===== src/rtl/alu_arbiter.sv =====
// alu_arbiter: one shared 32-bit logic/arith unit serving two requesters (IDLE -> EXEC -> RESP).
// Define ALU_ARB_RR_EN for round-robin arbitration; otherwise requester 0 has fixed priority.
module alu_arbiter (
  input  logic        clk,
  input  logic        reset,
  input  logic        req0_valid,
  output logic        req0_ready,
  input  logic [2:0]  req0_op,
  input  logic [31:0] req0_a,
  input  logic [31:0] req0_b,
  input  logic        req1_valid,
  output logic        req1_ready,
  input  logic [2:0]  req1_op,
  input  logic [31:0] req1_a,
  input  logic [31:0] req1_b,
  output logic        rsp0_valid,
  input  logic        rsp0_ready,
  output logic [31:0] rsp0_result,
  output logic        rsp1_valid,
  input  logic        rsp1_ready,
  output logic [31:0] rsp1_result
);
  typedef enum logic [1:0] {IDLE, EXEC, RESP} state_t;
  state_t state, state_nxt;
  logic last_grant, grant, accept;
  logic [2:0] op_q;
  logic [31:0] a_q, b_q, res_q, alu;
`ifdef ALU_ARB_RR_EN
  assign grant = (req0_valid && req1_valid) ? ~last_grant : ~req0_valid;
`else
  assign grant = ~req0_valid;
`endif
  assign accept = !reset && state == IDLE && (req0_valid || req1_valid);
  assign req0_ready = accept && !grant;
  assign req1_ready = accept && grant;
  // last_grant doubles as the id of the transaction in flight, so it steers the response
  assign rsp0_valid = state == RESP && !last_grant;
  assign rsp1_valid = state == RESP && last_grant;
  assign rsp0_result = last_grant ? '0 : res_q;
  assign rsp1_result = last_grant ? res_q : '0;
  always_comb begin
    alu = '0;
    case (op_q)
      3'b000: alu = a_q & b_q;
      3'b001: alu = a_q | b_q;
      3'b010: alu = a_q ^ b_q;
      3'b011: alu = ~(a_q | b_q);
      3'b100: alu = a_q + b_q;
      3'b101: alu = a_q - b_q;
      3'b110: alu = {31'b0, $signed(a_q) < $signed(b_q)};
      default: alu = '0;
    endcase
  end
  always_comb begin
    state_nxt = state == IDLE ? (accept ? EXEC : IDLE)
              : state == EXEC ? RESP
              : ((last_grant ? rsp1_ready : rsp0_ready) ? IDLE : RESP);
  end
  always_ff @(posedge clk) begin
    if (reset) begin
      state <= IDLE;
      last_grant <= 1'b1;
      op_q <= '0;
      a_q <= '0;
      b_q <= '0;
      res_q <= '0;
    end else begin
      state <= state_nxt;
      if (accept) begin
        last_grant <= grant;
        op_q <= grant ? req1_op : req0_op;
        a_q <= grant ? req1_a : req0_a;
        b_q <= grant ? req1_b : req0_b;
      end
      if (state == EXEC) res_q <= alu;
    end
  end
endmodule

===== config.mk =====
export PLATFORM = sky130hd
export DESIGN_NAME = alu_arbiter
export DESIGN_NICKNAME = d
export VERILOG_FILES = /design/src/rtl/alu_arbiter.sv
export SDC_FILE = /design/constraint.sdc
export NUM_CORES = 1
export LEC_CHECK = 0
export CORE_ASPECT_RATIO = 0.8
export CORE_UTILIZATION = 53
export DETAILED_ROUTE_END_ITERATION = 10
export PLACE_DENSITY_LB_ADDON = 0.08
export SLEW_MARGIN = 15
export SYNTH_ARGS = -nofsm -noshare
export SYNTH_HDL_FRONTEND = slang
export SYNTH_SLANG_ARGS = --single-unit
export TNS_END_PERCENT = 10

===== constraint.sdc =====
create_clock -name clk -period 3.3 [get_ports clk]
set_clock_uncertainty 0.05 [all_clocks]
set_input_delay 0.33 -clock clk [delete_from_list [all_inputs] [get_ports clk]]
set_output_delay 0.33 -clock clk [all_outputs]
set_load 0.005 [all_outputs]

Word level (Yosys, flattened, before mapping)
Cells that the tools add are included.
{"block": "word_totals", "elab_cells": 44, "register_bits": 102}
{"block": "op_classes", "add_sub_neg": 2, "n_lt_le_gt_ge": 1, "n_bitwise": 5, "eq_ne": 8, "mux": 11, "reduce_logical": 11}
{"cell": "32-bit one-hot mux with 7 select lines", "count": 1}
{"cell": "32-bit two-way mux", "count": 4}
{"cell": "32-bit adder", "count": 1}
{"cell": "32-bit bitwise AND", "count": 1}
{"cell": "32-bit less-than comparator", "count": 1}
{"cell": "32-bit inverter", "count": 1}
{"cell": "32-bit OR", "count": 1}
{"cell": "32-bit subtractor", "count": 1}
{"cell": "32-bit bitwise XOR", "count": 1}
{"cell": "3-bit == test (second input constant)", "count": 3}
{"cell": "3-bit by 2-bit == test with 1-bit output (second input constant)", "count": 2}
{"cell": "1-bit logical AND", "count": 6}
{"cell": "2-bit two-way mux", "count": 3}
{"cell": "3-bit by 1-bit == test with 1-bit output (second input constant)", "count": 1}
{"cell": "3-bit zero test", "count": 1}
{"cell": "3-bit two-way mux", "count": 1}
{"cell": "2-bit by 1-bit == test with 1-bit output (second input constant)", "count": 1}
{"cell": "2-bit == test (second input constant)", "count": 1}
{"cell": "1-bit zero test", "count": 2}
{"cell": "2-bit zero test", "count": 1}
{"cell": "1-bit two-way mux", "count": 2}
{"cell": "1-bit logical OR", "count": 1}
{"cell": "1-bit inverter", "count": 1}

Longest topological paths before layout
Gate-level depths: netlist of the first run.
{"block": "depth", "word_depth": 5, "mapped_depth": 12, "ltp_nobuf": 12}

Worst setup path after synthesis of the first run
No wires, ideal clock.
{"block": "synth_path", "path_kind": "register to register", "start": "register a_q[0]", "end": "register res_q[20]", "path_stages_with_launch": 13, "required_ns": 3.171, "arrival_time_ns": 2.542, "path_slack_ns": 0.629, "setup_time_ns": 0.079, "path_cell_list": "dfxtp_1 -> inv_1 -> ha_1 -> fa_1 -> o21ba_1 -> nor4_1 -> or2_4 -> a21oi_4 -> o311ai_1 -> o21ai_1 -> xnor2_1 -> o221a_1 -> a211oi_2"}
{"block": "synth_between", "elab_chain_len": 2, "elab_cells_between_ends": 3}
{"item": "start, declared", "line": "27", "text": "logic [31:0] a_q, b_q, res_q, alu;"}
{"item": "start signal, assigned", "line": "72", "text": "a_q <= grant ? req1_a : req0_a;"}
{"item": "32-bit subtractor or 32-bit adder (tied branches)", "line": "49, 48"}
{"item": "32-bit one-hot mux with 7 select lines *", "line": "43", "text": "case (op_q)"}
{"item": "end signal, assigned", "line": "75", "text": "if (state == EXEC) res_q <= alu;"}
{"item": "end, declared", "line": "27"}
Every way passes the cells marked *; elsewhere a longest branch is shown, timed or not.
A chain may end at the register's enable or synchronous reset.

Final worst setup path of the first run
{"block": "layout_path", "start": "register b_q[0]", "end": "register res_q[30]"}
{"block": "layout_between", "elab_chain_len": 2, "elab_cells_between_ends": 3}
{"item": "start, declared", "line": "27"}
{"item": "start signal, assigned", "line": "73", "text": "b_q <= grant ? req1_b : req0_b;"}
{"item": "32-bit subtractor or 32-bit adder (tied branches)", "line": "49, 48"}
{"item": "32-bit one-hot mux with 7 select lines *", "line": "43"}
Marked as above.

==> tab_implementation.tex, run 1 <==
\begin{tabular}{lr}
\hline
Metric & Value \\
\hline
\multicolumn{2}{l}{\textbf{Run status}} \\
Outcome & complete, no violations \\
\multicolumn{2}{l}{\textbf{Synthesis}} \\
Post-synth cell types & 77 \\
Post-synth design cell area & 0.0100 mm² \\
Count of synthesis-stage warnings from yosys & 0 \\
Proportion of synthesized flip-flops having asynchronous set or reset & 0\% \\
Post-synthesis sequential area ratio & 20.4\% \\
Post-synthesis net count & 1559 \\
Post-Synthesis Mean Instance Area & 7.59 µm² \\
Flip-flop cell with the highest count after synthesis & dfxtp\_1 \\
Number of synthesized register bits & 102 \\
Cell count after synthesis & 1319 \\
Number of flops mapped to enable cells by yosys & 0 \\
\multicolumn{2}{l}{\textbf{Routing}} \\
Vias/cell & 5.86 \\
WL per Instance & 18.3 µm \\
Drt first pass iters & 5 \\
First-iteration detailed-routing DRC count & 932 \\
Residual DRC count & 0 \\
Detailed-route via count & 10200 \\
Antenna violation net count after detailed routing & 0 \\
Aggregate routed wire length & 31700 µm \\
\multicolumn{2}{l}{\textbf{Critical path}} \\
Critical Path RT & 3.48 ns \\
Highest fanout seen on the critical path & 4 \\
CP max stage cell & fa\_1 \\
Critical Setup Path Class & register to register \\
CP startpoint kind & register \\
Kind of end point of the critical path & register \\
Chain of cells forming the critical path & ha\_1 -> inv\_1 -> fa\_1 -> nand2b\_1 -> a21oi\_2 -> o21ai\_0 -> a21oi\_1 -> o211a\_1 -> o21ai\_1 -> o311ai\_2 -> o2bb2a\_1 -> o211ai\_1 \\
Signal arrival time at the worst endpoint & 3.32 ns \\
Crit-path max cell delay & 0.40 ns \\
\multicolumn{2}{l}{\textbf{Clock network}} \\
TritonCTS clock tree & done \\
Clock input transition at the sequential cells of the worst setup and hold paths & 0.07 ns \\
Number of buffers inserted for hold repair after clock tree synthesis & 0 \\
CTS Sinks & 102 \\
Root cell of the clock tree & clkbuf\_16 \\
Number of H-tree levels & 3 \\
CTS Buf Count & 9 \\
Clk buf depth & 2 \\
Clock insertion delay at the later pin of the skew report & 0.36 ns \\
\multicolumn{2}{l}{\textbf{Timing}} \\
Max Slew Vio Count & 0 \\
Unrepaired setup endpoints after global routing & false \\
Time the worst path needs with I/O delays and setup & 3.13 ns \\
Final hold vios & 0 \\
Max Fclk & 0.319 GHz \\
Final setup violating endpoints & 0 \\
Portion of the clock cycle consumed by the worst path in the final layout & 94.9\% \\
Slew headroom & 42.6\% \\
Least-Margin Pin Slew & 0.858 ns \\
Final sum of negative setup slack & 0 ns \\
\multicolumn{2}{l}{\textbf{Layout}} \\
Final design area excluding fillers & 0.0126 mm² \\
Fill cell count & 1570 \\
\# nets final & 1716 \\
Antenna cells & 0 \\
Share of post-route cells with drive strength above 1 & 6.01\% \\
P\&R area growth vs syn & 26.3\% \\
Post-Route Utilization & 69.0\% \\
Number of standard cells in the layout, taps in and fillers out & 1734 \\
\multicolumn{2}{l}{\textbf{Place}} \\
Count of buffers from port buffering & 207 \\
Routability-driven placement congestion ratio & 1.01 \\
Post-detail-place hpwl & 24800 µm \\
Post-Place Cell Area & 0.0123 mm² \\
Placed insts & 1718 \\
\multicolumn{2}{l}{\textbf{Floorplanning}} \\
Horiz. Die Dim & 156 µm \\
\# rows & 44 \\
Starting density of the core & 54.6\% \\
Area of the core & 0.0183 mm² \\
Full die area & 0.0195 mm² \\
I/O pin count & 208 \\
Die H & 125 µm \\
\multicolumn{2}{l}{\textbf{Global route}} \\
Initial antenna violation count & 0 \\
Via count of the first global-routing pass & 8938 \\
Largest net degree at the start of global routing & 72 \\
GRT Total Usage & 32.4\% \\
Final global-route overflow total & 0 \\
First-pass GRT wire length & 49500 µm \\
\multicolumn{2}{l}{\textbf{Pwr}} \\
Switching part of the total & 42.0\% \\
Clock share of power & 21.6\% \\
Leakage power total & 0.00501 µW \\
Register share of total power & 26.8\% \\
Pwr dens & 457 mW/mm² \\
Combinational share of power & 51.6\% \\
Power Internal & 3350 µW \\
Total power draw & 5780 µW \\
Peak VDD IR & 309 µV \\
Net switching power figure & 2430 µW \\
\multicolumn{2}{l}{\textbf{Flow run}} \\
Number of maximum-capacitance constraint violations & 0 \\
\multicolumn{2}{l}{\textbf{Hold path}} \\
Min-delay worst type & input pin to register \\
\hline
\end{tabular}
==> sequential cells by signal, indices dropped and copies added (netlist names) <==
| register | flops |
|---|---|
| a_q | 32 |
| state | 2 |
| b_q | 32 |
| res_q | 32 |
| op_q | 3 |
| last_grant | 1 |
==> kinds of logic (layout without fill, tap and decap cells) <==
kind of cell | after synthesis | count (layout) | share of synthesized area (%)
DFF | 102 | 102 | 20.4
xor gates and xnor gates | 64 | 64 | 5.60
AOI/OAI and AO/OA | 386 | 386 | 25.6
and+or+nand+nor | 361 | 361 | 17.1
adders and majority gates | 100 | 100 | 12.6
muxes | 101 | 101 | 10.1
buffers and inverters | 205 | 367 | 8.59
==> path summary, 6_finish.rpt <==
| path | startpoint | to | slack (ns) | cells after the start |
|---|---|---|---|---|
| setup / recovery | b_q[0] | res_q[30] | 0.17 | 12 |
| setup reg to reg | b_q[0] | res_q[30] | 0.17 | 12 |
| hold reg to reg | res_q[16] | res_q[16] | 0.41 | 2 |
| hold / removal | reset | res_q[0] | 0.30 | 2 |
==> layout by cell type (no fill, tap or decap), drive strengths merged, types with 10 or more instances in the layout <==
master | Yosys | final
o21ai | 69 | 69
a31oi | 11 | 11
nor2 | 153 | 153
buf | 39 | 43
nand2 | 63 | 63
xnor2 | 56 | 56
clkbuf | 63 | 11
and2 | 34 | 34
mux2i | 101 | 101
nor2b | 41 | 41
a22oi | 14 | 14
a21oi | 108 | 108
clkdlybuf4s50 | 0 | 205
nor4 | 14 | 14
nor3 | 23 | 23
o211ai | 10 | 10
ha | 98 | 98
inv | 101 | 102
a211oi | 88 | 88
dfxtp | 102 | 102
o21bai | 11 | 11
o22ai | 10 | 10
==> layer usage <==
layer / vias to the layer above / routed length (µm) / GRT usage [%]
li1: 4949 / - / -
met1: 4638 / 15400 / 49.7
met2: 539 / 12400 / 44.9
met3: 29 / 3630 / 9.01
met4: 0 / 302 / 4.73
met5: - / 0 / 0
==> Yosys cell counts (14+ instances only) <==
cell | instances | area share [%]
nand2_1 | 62 | 2.3
xnor2_1 | 56 | 4.9
mux2i_1 | 101 | 10
a211oi_1 | 87 | 6.5
o21ai_0 | 57 | 2.8
ha_1 | 98 | 12
nor3_1 | 23 | 1.1
buf_1 | 14 | 0.52
clkbuf_1 | 63 | 2.4
buf_2 | 16 | 0.80
nor2_1 | 153 | 5.7
a22oi_1 | 14 | 1.0
a21oi_1 | 104 | 5.2
nor2b_1 | 41 | 2.6
and2_1 | 34 | 2.1
inv_1 | 95 | 3.6
dfxtp_1 | 102 | 20
nor4_1 | 14 | 0.87
==> per-stage QoR <==
step / setup WS (ns) / hold slack (ns)
floorplan: 0.629 / 0.383
global placement: 0.198 / 0.404
detailed placement: 0.170 / 0.409
CTS: 0.136 / 0.282
global route: 0.0447 / 0.302
finish: 0.170 / 0.297
==> worst max-delay path: cells and delay by family, from the launching register on <==
kind                       cells  cell delay, ns
DFF                            1            0.38
buffers and inverters          1            0.08
AOI/OAI and AO/OA              8            1.66
and+or+nand+nor                1            0.20
adders and majority gates      2            0.63
==> power by group through the flow <==
stage          sequential [µW]  combinational (µW)  clock [µW]
2_1_floorplan             1490                2050           0
3_3_place_gp              1560                2870           0
3_5_place_dp              1570                2890           0
4_1_cts                   1550                2910        1260
5_1_grt                   1570                3240        1310
6_report                  1550                2990        1250
==> cell type report <==
class                      instances  area (µm²)  share of cell area (%)
multi-input combinational       1012        7150                    56.5
timing repair buffer             248        2400                    19.0
sequential                       102        2050                    16.2
inverter                         103         402                    3.18
tap                              253         317                    2.50
clock buffer                      11         233                    1.84
clock inverter                     5         108                   0.851
==> what timing repair did <==
action | CTS | global route
setup buffers | 0 | 0
setup endpoints to repair | 0 | 5
gates resized for setup | 0 | 4
No activity file was read; power rests on OpenSTA's default activity.
==> run 2, diff against run 1 <==
--- a/config.mk
+++ b/config.mk
@@ -6,7 +6,7 @@
 export NUM_CORES = 1
 export LEC_CHECK = 0
 export CORE_ASPECT_RATIO = 0.8
-export CORE_UTILIZATION = 53
+export CORE_UTILIZATION = 50
 export DETAILED_ROUTE_END_ITERATION = 10
 export PLACE_DENSITY_LB_ADDON = 0.08
 export SLEW_MARGIN = 15
==> constraint.sdc (replaced) <==
create_clock -name clk -period 3.6 [get_ports clk]
set_clock_uncertainty 0.05 [all_clocks]
set_input_delay 0.36 -clock clk [delete_from_list [all_inputs] [get_ports clk]]
set_output_delay 0.36 -clock clk [all_outputs]
set_load 0.005 [all_outputs]
==> run 2 against run 1 <==
Via count down 2.1%. Sequential share of layout area rose by 0.14 points. Largest power group unchanged. Clock power shrank 14%. Hold slack worse by 0.083 ns. Cell area is 0.88% lower. Critical path depth unchanged. Global-route usage down 2.9 points.
==> tab_implementation.tex, run 2 (same netlist as run 1, synthesis figures left out) <==
\begin{tabular}{lr}
\hline
Metric & Value \\
\hline
\multicolumn{2}{l}{\textbf{Place}} \\
Routability-driven placement congestion ratio & 1.01 (+0.60\%) \\
Post-Place Cell Area & 0.0122 mm² (-0.50\%) \\
Placed insts & 1709 (-0.52\%) \\
Count of buffers from port buffering & 207 (unchanged) \\
Post-detail-place hpwl & 23500 µm (-5.2\%) \\
\multicolumn{2}{l}{\textbf{Routing}} \\
Antenna violation net count after detailed routing & 0 (unchanged) \\
Residual DRC count & 0 (unchanged) \\
Drt first pass iters & 5 (unchanged) \\
Aggregate routed wire length & 30500 µm (-4.0\%) \\
Detailed-route via count & 9939 (-2.1\%) \\
WL per Instance & 17.7 µm (-3.5\%) \\
Vias/cell & 5.76 (-1.6\%) \\
First-iteration detailed-routing DRC count & 840 (-9.9\%) \\
\multicolumn{2}{l}{\textbf{Run status}} \\
Outcome & complete, no violations \\
\multicolumn{2}{l}{\textbf{Global route}} \\
Largest net degree at the start of global routing & 88 (+22\%) \\
Via count of the first global-routing pass & 8663 (-3.1\%) \\
GRT Total Usage & 29.5\% (-2.9 points) \\
Initial antenna violation count & 0 (unchanged) \\
First-pass GRT wire length & 48000 µm (-3.0\%) \\
Final global-route overflow total & 0 (unchanged) \\
\multicolumn{2}{l}{\textbf{Clock network}} \\
Clock insertion delay at the later pin of the skew report & 0.36 ns (about the same) \\
Clk buf depth & 2 (unchanged) \\
Root cell of the clock tree & clkbuf\_16 \\
Number of H-tree levels & 3 (unchanged) \\
Number of buffers inserted for hold repair after clock tree synthesis & 0 (unchanged) \\
Number of gates resized after CTS & 0 (unchanged) \\
Clock input transition at the sequential cells of the worst setup and hold paths & 0.08 ns (about the same) \\
TritonCTS clock tree & done \\
CTS Sinks & 102 (unchanged) \\
Setup fix buffers added after clock tree synthesis & 0 (unchanged) \\
CTS Buf Count & 9 (unchanged) \\
\multicolumn{2}{l}{\textbf{Floorplanning}} \\
I/O pin count & 208 (unchanged) \\
Horiz. Die Dim & 160 µm (+2.9\%) \\
Area of the core & 0.0193 mm² (+5.3\%) \\
Full die area & 0.0206 mm² (+5.9\%) \\
\# rows & 45 (+2.3\%) \\
Starting density of the core & 51.9\% (-2.8 points) \\
Die H & 129 µm (+2.9\%) \\
\multicolumn{2}{l}{\textbf{Layout}} \\
P\&R area growth vs syn & 25.2\% \\
Fill cell count & 1755 (+12\%) \\
Share of post-route cells with drive strength above 1 & 4.98\% (-1.0 points) \\
Final design area excluding fillers & 0.0125 mm² (-0.88\%) \\
\# nets final & 1702 (-0.82\%) \\
Number of standard cells in the layout, taps in and fillers out & 1725 (-0.52\%) \\
Registers with the most flip-flops & a\_q x32, b\_q x32, res\_q x32 \\
Antenna cells & 0 (unchanged) \\
Post-Route Utilization & 64.9\% (-4.1 points) \\
Most common cell after layout, fill and taps aside & clkdlybuf4s50\_1 \\
Most used cells in the layout excluding fill and tap cells & clkdlybuf4s50\_1, nor2\_1, a21oi\_1, mux2i\_1, dfxtp\_1 \\
\multicolumn{2}{l}{\textbf{Critical path}} \\
Critical Setup Path Class & register to register \\
Highest fanout seen on the critical path & 4 (unchanged) \\
Kind of end point of the critical path & register \\
Logic depth of the worst register-to-register path & 12 (unchanged) \\
Signal arrival time at the worst endpoint & 3.44 ns (+0.12 ns) \\
Critical Path RT & 3.80 ns (+0.32 ns) \\
CP startpoint kind & register \\
\multicolumn{2}{l}{\textbf{Pwr}} \\
Power Internal & 2930 µW (-12\%) \\
Peak VDD IR & 204 µV (-34\%) \\
Combinational share of power & 51.2\% (-0.4 points) \\
Register share of total power & 28.0\% (+1.2 points) \\
Total power draw & 5140 µW (-11\%) \\
Net switching power figure & 2200 µW (-9.3\%) \\
Switching part of the total & 42.9\% (+0.89 points) \\
Leakage power total & 0.00494 µW (-1.4\%) \\
Pwr dens & 410 mW/mm² (-10\%) \\
Clock share of power & 20.8\% (-0.8 points) \\
\multicolumn{2}{l}{\textbf{Timing}} \\
Final sum of negative setup slack & 0 ns (unchanged) \\
Max Slew Vio Count & 0 (unchanged) \\
Final setup violating endpoints & 0 (unchanged) \\
Slew headroom & 37.2\% (-5.3 points) \\
Portion of the clock cycle consumed by the worst path in the final layout & 90.2\% (-4.6 points) \\
Unrepaired setup endpoints after global routing & false \\
Least-Margin Pin Slew & 0.940 ns (+0.0820 ns) \\
Final hold vios & 0 (unchanged) \\
Max Fclk & 0.308 GHz (-3.6\%) \\
Time the worst path needs with I/O delays and setup & 3.25 ns (+0.117 ns) \\
\multicolumn{2}{l}{\textbf{Hold path}} \\
Min-delay worst type & input pin to register \\
Hold path cells & 2 (unchanged) \\
\multicolumn{2}{l}{\textbf{Flow run}} \\
Number of maximum-capacitance constraint violations & 0 (unchanged) \\
\hline
\end{tabular}
-- run 2: cell count changes in the layout (fill, tap and decap cells not counted), moves of 2 or more --
| cell | before | now |
|---|---|---|
| clkbuf_1 | 2 | 0 |
| bufinv_16 | 3 | 1 |
| clkinv_4 | 1 | 3 |
| buf_12 | 2 | 5 |
| buf_4 | 40 | 23 |
-- run 2: metal layers --
metal	vias to the layer above	routed length (µm)	GRT usage, %
li1	4924	-	-
met1	4516	16000	47.1
met2	469	11200	39.6
met3	30	2850	5.32
met4	0	371	6.44
met5	-	0	0
-- run 2: final cells by class --
class | instances | area, µm² | share of cell area [%]
clock buffer | 10 | 239 | 1.91
clock inverter | 6 | 76.3 | 0.609
inverter | 103 | 402 | 3.20
multi-input combinational | 1012 | 7120 | 56.8
sequential | 102 | 2050 | 16.3
tap | 258 | 323 | 2.57
timing repair buffer | 234 | 2330 | 18.6
-- run 2: final timing paths --
path / start / to / slack, ns
max: b_q[0] / res_q[30] / 0.35
min: reset / res_q[20] / 0.21
max reg2reg: b_q[0] / res_q[30] / 0.35
min reg2reg: res_q[16] / res_q[16] / 0.41
-- run 2: power by group through the flow --
stage                     sequential, µW  clock, µW  combinational (µW)
after floorplan                     1370          0                1880
after global placement              1450          0                2560
after detailed placement            1460          0                2560
after CTS                           1430       1090                2580
after global routing                1460       1130                2860
final                               1440       1070                2630
-- run 2: worst max-delay path, cell delays in order (launching register included) --
cell	delay (ns)
dfxtp_1	0.38
ha_1	0.23
inv_1	0.08
fa_1	0.41
nand2b_1	0.20
a21oi_2	0.25
o21ai_0	0.19
a21oi_1	0.34
o211a_1	0.19
o21ai_1	0.15
o311ai_1	0.37
o2bb2a_1	0.21
o211ai_1	0.07
-- run 2: per-stage QoR --
step	setup slack [ns]	hold WS, ns
floorplan	0.929	0.383
global placement	0.491	0.397
global route	0.0978	0.225
detailed placement	0.409	0.404
finish	0.352	0.214
CTS	0.374	0.208
==> run 3, diff against run 2 <==
--- a/config.mk
+++ b/config.mk
@@ -8,9 +8,8 @@
 export CORE_ASPECT_RATIO = 0.8
 export CORE_UTILIZATION = 50
 export DETAILED_ROUTE_END_ITERATION = 10
-export PLACE_DENSITY_LB_ADDON = 0.08
+export PLACE_DENSITY = 0.78
 export SLEW_MARGIN = 15
 export SYNTH_ARGS = -nofsm -noshare
 export SYNTH_HDL_FRONTEND = slang
 export SYNTH_SLANG_ARGS = --single-unit
-export TNS_END_PERCENT = 10
==> run 3 against run 2 <==
Sequential share of layout area is 0.098 points higher. Via count increased by 1.5%. Setup slack improved by 0.075 ns. First-iteration DRC count rose by 2.0%. Global-route usage rose by 1.4 points. Hold slack improved by 0.17 ns. Utilization shrank 0.39 points. Cell area is 0.60% lower. Sequential power barely moved. Critical path depth did not move. Largest cell class unchanged. Highest routed layer unchanged.
==> tab_implementation.tex, run 3 (same netlist as run 1, synthesis figures left out) <==
\begin{tabular}{lr}
\hline
Metric & Value \\
\hline
\multicolumn{2}{l}{\textbf{Hold path}} \\
Hold path cells & 3 (+1) \\
Min-delay worst type & input pin to register \\
\multicolumn{2}{l}{\textbf{Place}} \\
Count of buffers from port buffering & 207 (unchanged) \\
Post-detail-place hpwl & 25100 µm (+6.6\%) \\
Routability-driven placement congestion ratio & 1.00 (-1.0\%) \\
\multicolumn{2}{l}{\textbf{Floorplanning}} \\
Horiz. Die Dim & 160 µm (unchanged) \\
I/O pin count & 208 (unchanged) \\
Starting density of the core & 51.9\% (unchanged) \\
Area of the core & 0.0193 mm² (unchanged) \\
Full die area & 0.0206 mm² (unchanged) \\
Die H & 129 µm (unchanged) \\
\# rows & 45 (unchanged) \\
\multicolumn{2}{l}{\textbf{Routing}} \\
Residual DRC count & 0 (unchanged) \\
Vias/cell & 5.86 (+1.8\%) \\
First-iteration detailed-routing DRC count & 857 (+2.0\%) \\
Aggregate routed wire length & 32100 µm (+5.4\%) \\
Drt first pass iters & 6 (+1) \\
Detailed-route via count & 10100 (+1.5\%) \\
Antenna violation net count after detailed routing & 0 (unchanged) \\
WL per Instance & 18.7 µm (+5.7\%) \\
\multicolumn{2}{l}{\textbf{Timing}} \\
Slew headroom & 36.2\% (-1.1 points) \\
Worst hold margin & 0.387 ns (+0.172 ns) \\
Max Fclk & 0.315 GHz (+2.4\%) \\
Unrepaired setup endpoints after global routing & false \\
Time the worst path needs with I/O delays and setup & 3.17 ns (-0.0747 ns) \\
Max Slew Vio Count & 0 (unchanged) \\
Portion of the clock cycle consumed by the worst path in the final layout & 88.1\% (-2.1 points) \\
Final sum of negative setup slack & 0 ns (unchanged) \\
Final setup violating endpoints & 0 (unchanged) \\
Least-Margin Pin Slew & 0.958 ns (+0.0173 ns) \\
Final hold vios & 0 (unchanged) \\
\multicolumn{2}{l}{\textbf{Clock network}} \\
Number of gates resized after CTS & 0 (unchanged) \\
Setup fix buffers added after clock tree synthesis & 0 (unchanged) \\
Number of buffers inserted for hold repair after clock tree synthesis & 0 (unchanged) \\
Clk buf depth & 2 (unchanged) \\
Number of H-tree levels & 3 (unchanged) \\
CTS Sinks & 102 (unchanged) \\
Root cell of the clock tree & clkbuf\_16 \\
CTS Buf Count & 9 (unchanged) \\
TritonCTS clock tree & done \\
Clock insertion delay at the later pin of the skew report & 0.37 ns (about the same) \\
Clock input transition at the sequential cells of the worst setup and hold paths & 0.07 ns (about the same) \\
\multicolumn{2}{l}{\textbf{Critical path}} \\
Crit-path max cell delay & 0.41 ns (about the same) \\
Critical Path RT & 3.80 ns (about the same) \\
Kind of end point of the critical path & register \\
Logic depth of the worst register-to-register path & 12 (unchanged) \\
Signal arrival time at the worst endpoint & 3.38 ns (-0.06 ns) \\
Critical Setup Path Class & register to register \\
Chain of cells forming the critical path & ha\_1 -> inv\_1 -> fa\_1 -> nand2b\_1 -> a21oi\_2 -> o21ai\_0 -> a21oi\_1 -> o211a\_1 -> o21ai\_1 -> o311ai\_1 -> o2bb2a\_1 -> o211ai\_1 \\
CP max stage cell & fa\_1 \\
CP startpoint kind & register \\
Highest fanout seen on the critical path & 4 (unchanged) \\
\multicolumn{2}{l}{\textbf{Layout}} \\
Share of post-route cells with drive strength above 1 & 4.51\% (-0.46 points) \\
Most used cells in the layout excluding fill and tap cells & clkdlybuf4s50\_1, nor2\_1, a21oi\_1, mux2i\_1, dfxtp\_1 \\
P\&R area growth vs syn & 24.4\% \\
Most common cell after layout, fill and taps aside & clkdlybuf4s50\_1 \\
Registers with the most flip-flops & a\_q x32, b\_q x32, res\_q x32 \\
Fill cell count & 1674 (-4.6\%) \\
\# nets final & 1697 (-0.29\%) \\
Post-Route Utilization & 64.5\% (-0.39 points) \\
Antenna cells & 0 (unchanged) \\
\multicolumn{2}{l}{\textbf{Pwr}} \\
Leakage power total & 0.00490 µW (-0.80\%) \\
Peak VDD IR & 274 µV (+35\%) \\
Pwr dens & 416 mW/mm² (+1.6\%) \\
\multicolumn{2}{l}{\textbf{Global route}} \\
Final global-route overflow total & 0 (unchanged) \\
Via count of the first global-routing pass & 8703 (+0.46\%) \\
Initial antenna violation count & 0 (unchanged) \\
First-pass GRT wire length & 49500 µm (+3.1\%) \\
GRT Total Usage & 30.9\% (+1.4 points) \\
Largest net degree at the start of global routing & 90 (+2.3\%) \\
\multicolumn{2}{l}{\textbf{Flow run}} \\
Number of maximum-capacitance constraint violations & 0 (unchanged) \\
\multicolumn{2}{l}{\textbf{Run status}} \\
Outcome & complete, no violations \\
\hline
\end{tabular}
## run 3: cell types whose count changed in the layout (fill, tap and decap cells not counted)
cell | previous run | this run
clkinv_2 | 2 | 3
inv_8 | 1 | 0
clkbuf_1 | 0 | 2
bufinv_16 | 1 | 2
buf_12 | 5 | 2
clkbuf_8 | 1 | 0
clkinv_4 | 3 | 1
buf_4 | 23 | 21
## run 3: through the flow
stage	std cells	worst slack, ns	power [µW]	cell area [µm²]
after floorplan	1319	0.929	3250	10000
after global placement	1704	0.579	4030	12100
after detailed placement	1704	0.501	4050	12100
after CTS	1720	0.488	5130	12500
after global routing	1720	0.227	5480	12500
final	1720	0.427	5190	12500
## run 3: final timing paths
check / start / endpoint / slack [ns]
worst max-delay path: b_q[0] / res_q[30] / 0.43
worst min-delay path: req0_valid / last_grant / 0.39
worst max register to register: b_q[0] / res_q[30] / 0.43
worst min register to register: res_q[28] / res_q[28] / 0.44
## run 3: routing by layer
layer	up-vias	wire [µm]	GRT usage, %
li1	4913	-	-
met1	4662	16200	47.1
met2	476	12400	42.6
met3	34	3220	8.99
met4	0	320	4.93
met5	-	0	0
## run 3: where the power goes
group / internal [µW] / switching (µW) / total (µW)
clock network: 613 / 477 / 1090
logic: 1080 / 1590 / 2670
registers: 1260 / 169 / 1430
total: 2960 / 2230 / 5190
## run 3: worst max-delay path: cells and delay by family (launching register included)
family,cells,cell delay (ns)
AOI/OAI and AO/OA,8,1.69
adders and majority gates,2,0.63
DFF,1,0.39
and+or+nand+nor,1,0.22
buffers and inverters,1,0.08
## run 3: cell type report
type	instances	area, µm²	share of cell area (%)
Tap cell	258	323	2.59
Sequential cell	102	2050	16.4
Multi-Input combinational cell	1012	7120	57.1
Clock inverter	5	82.6	0.663
Inverter	103	402	3.22
Clock buffer	11	233	1.87
Timing Repair Buffer	229	2250	18.1
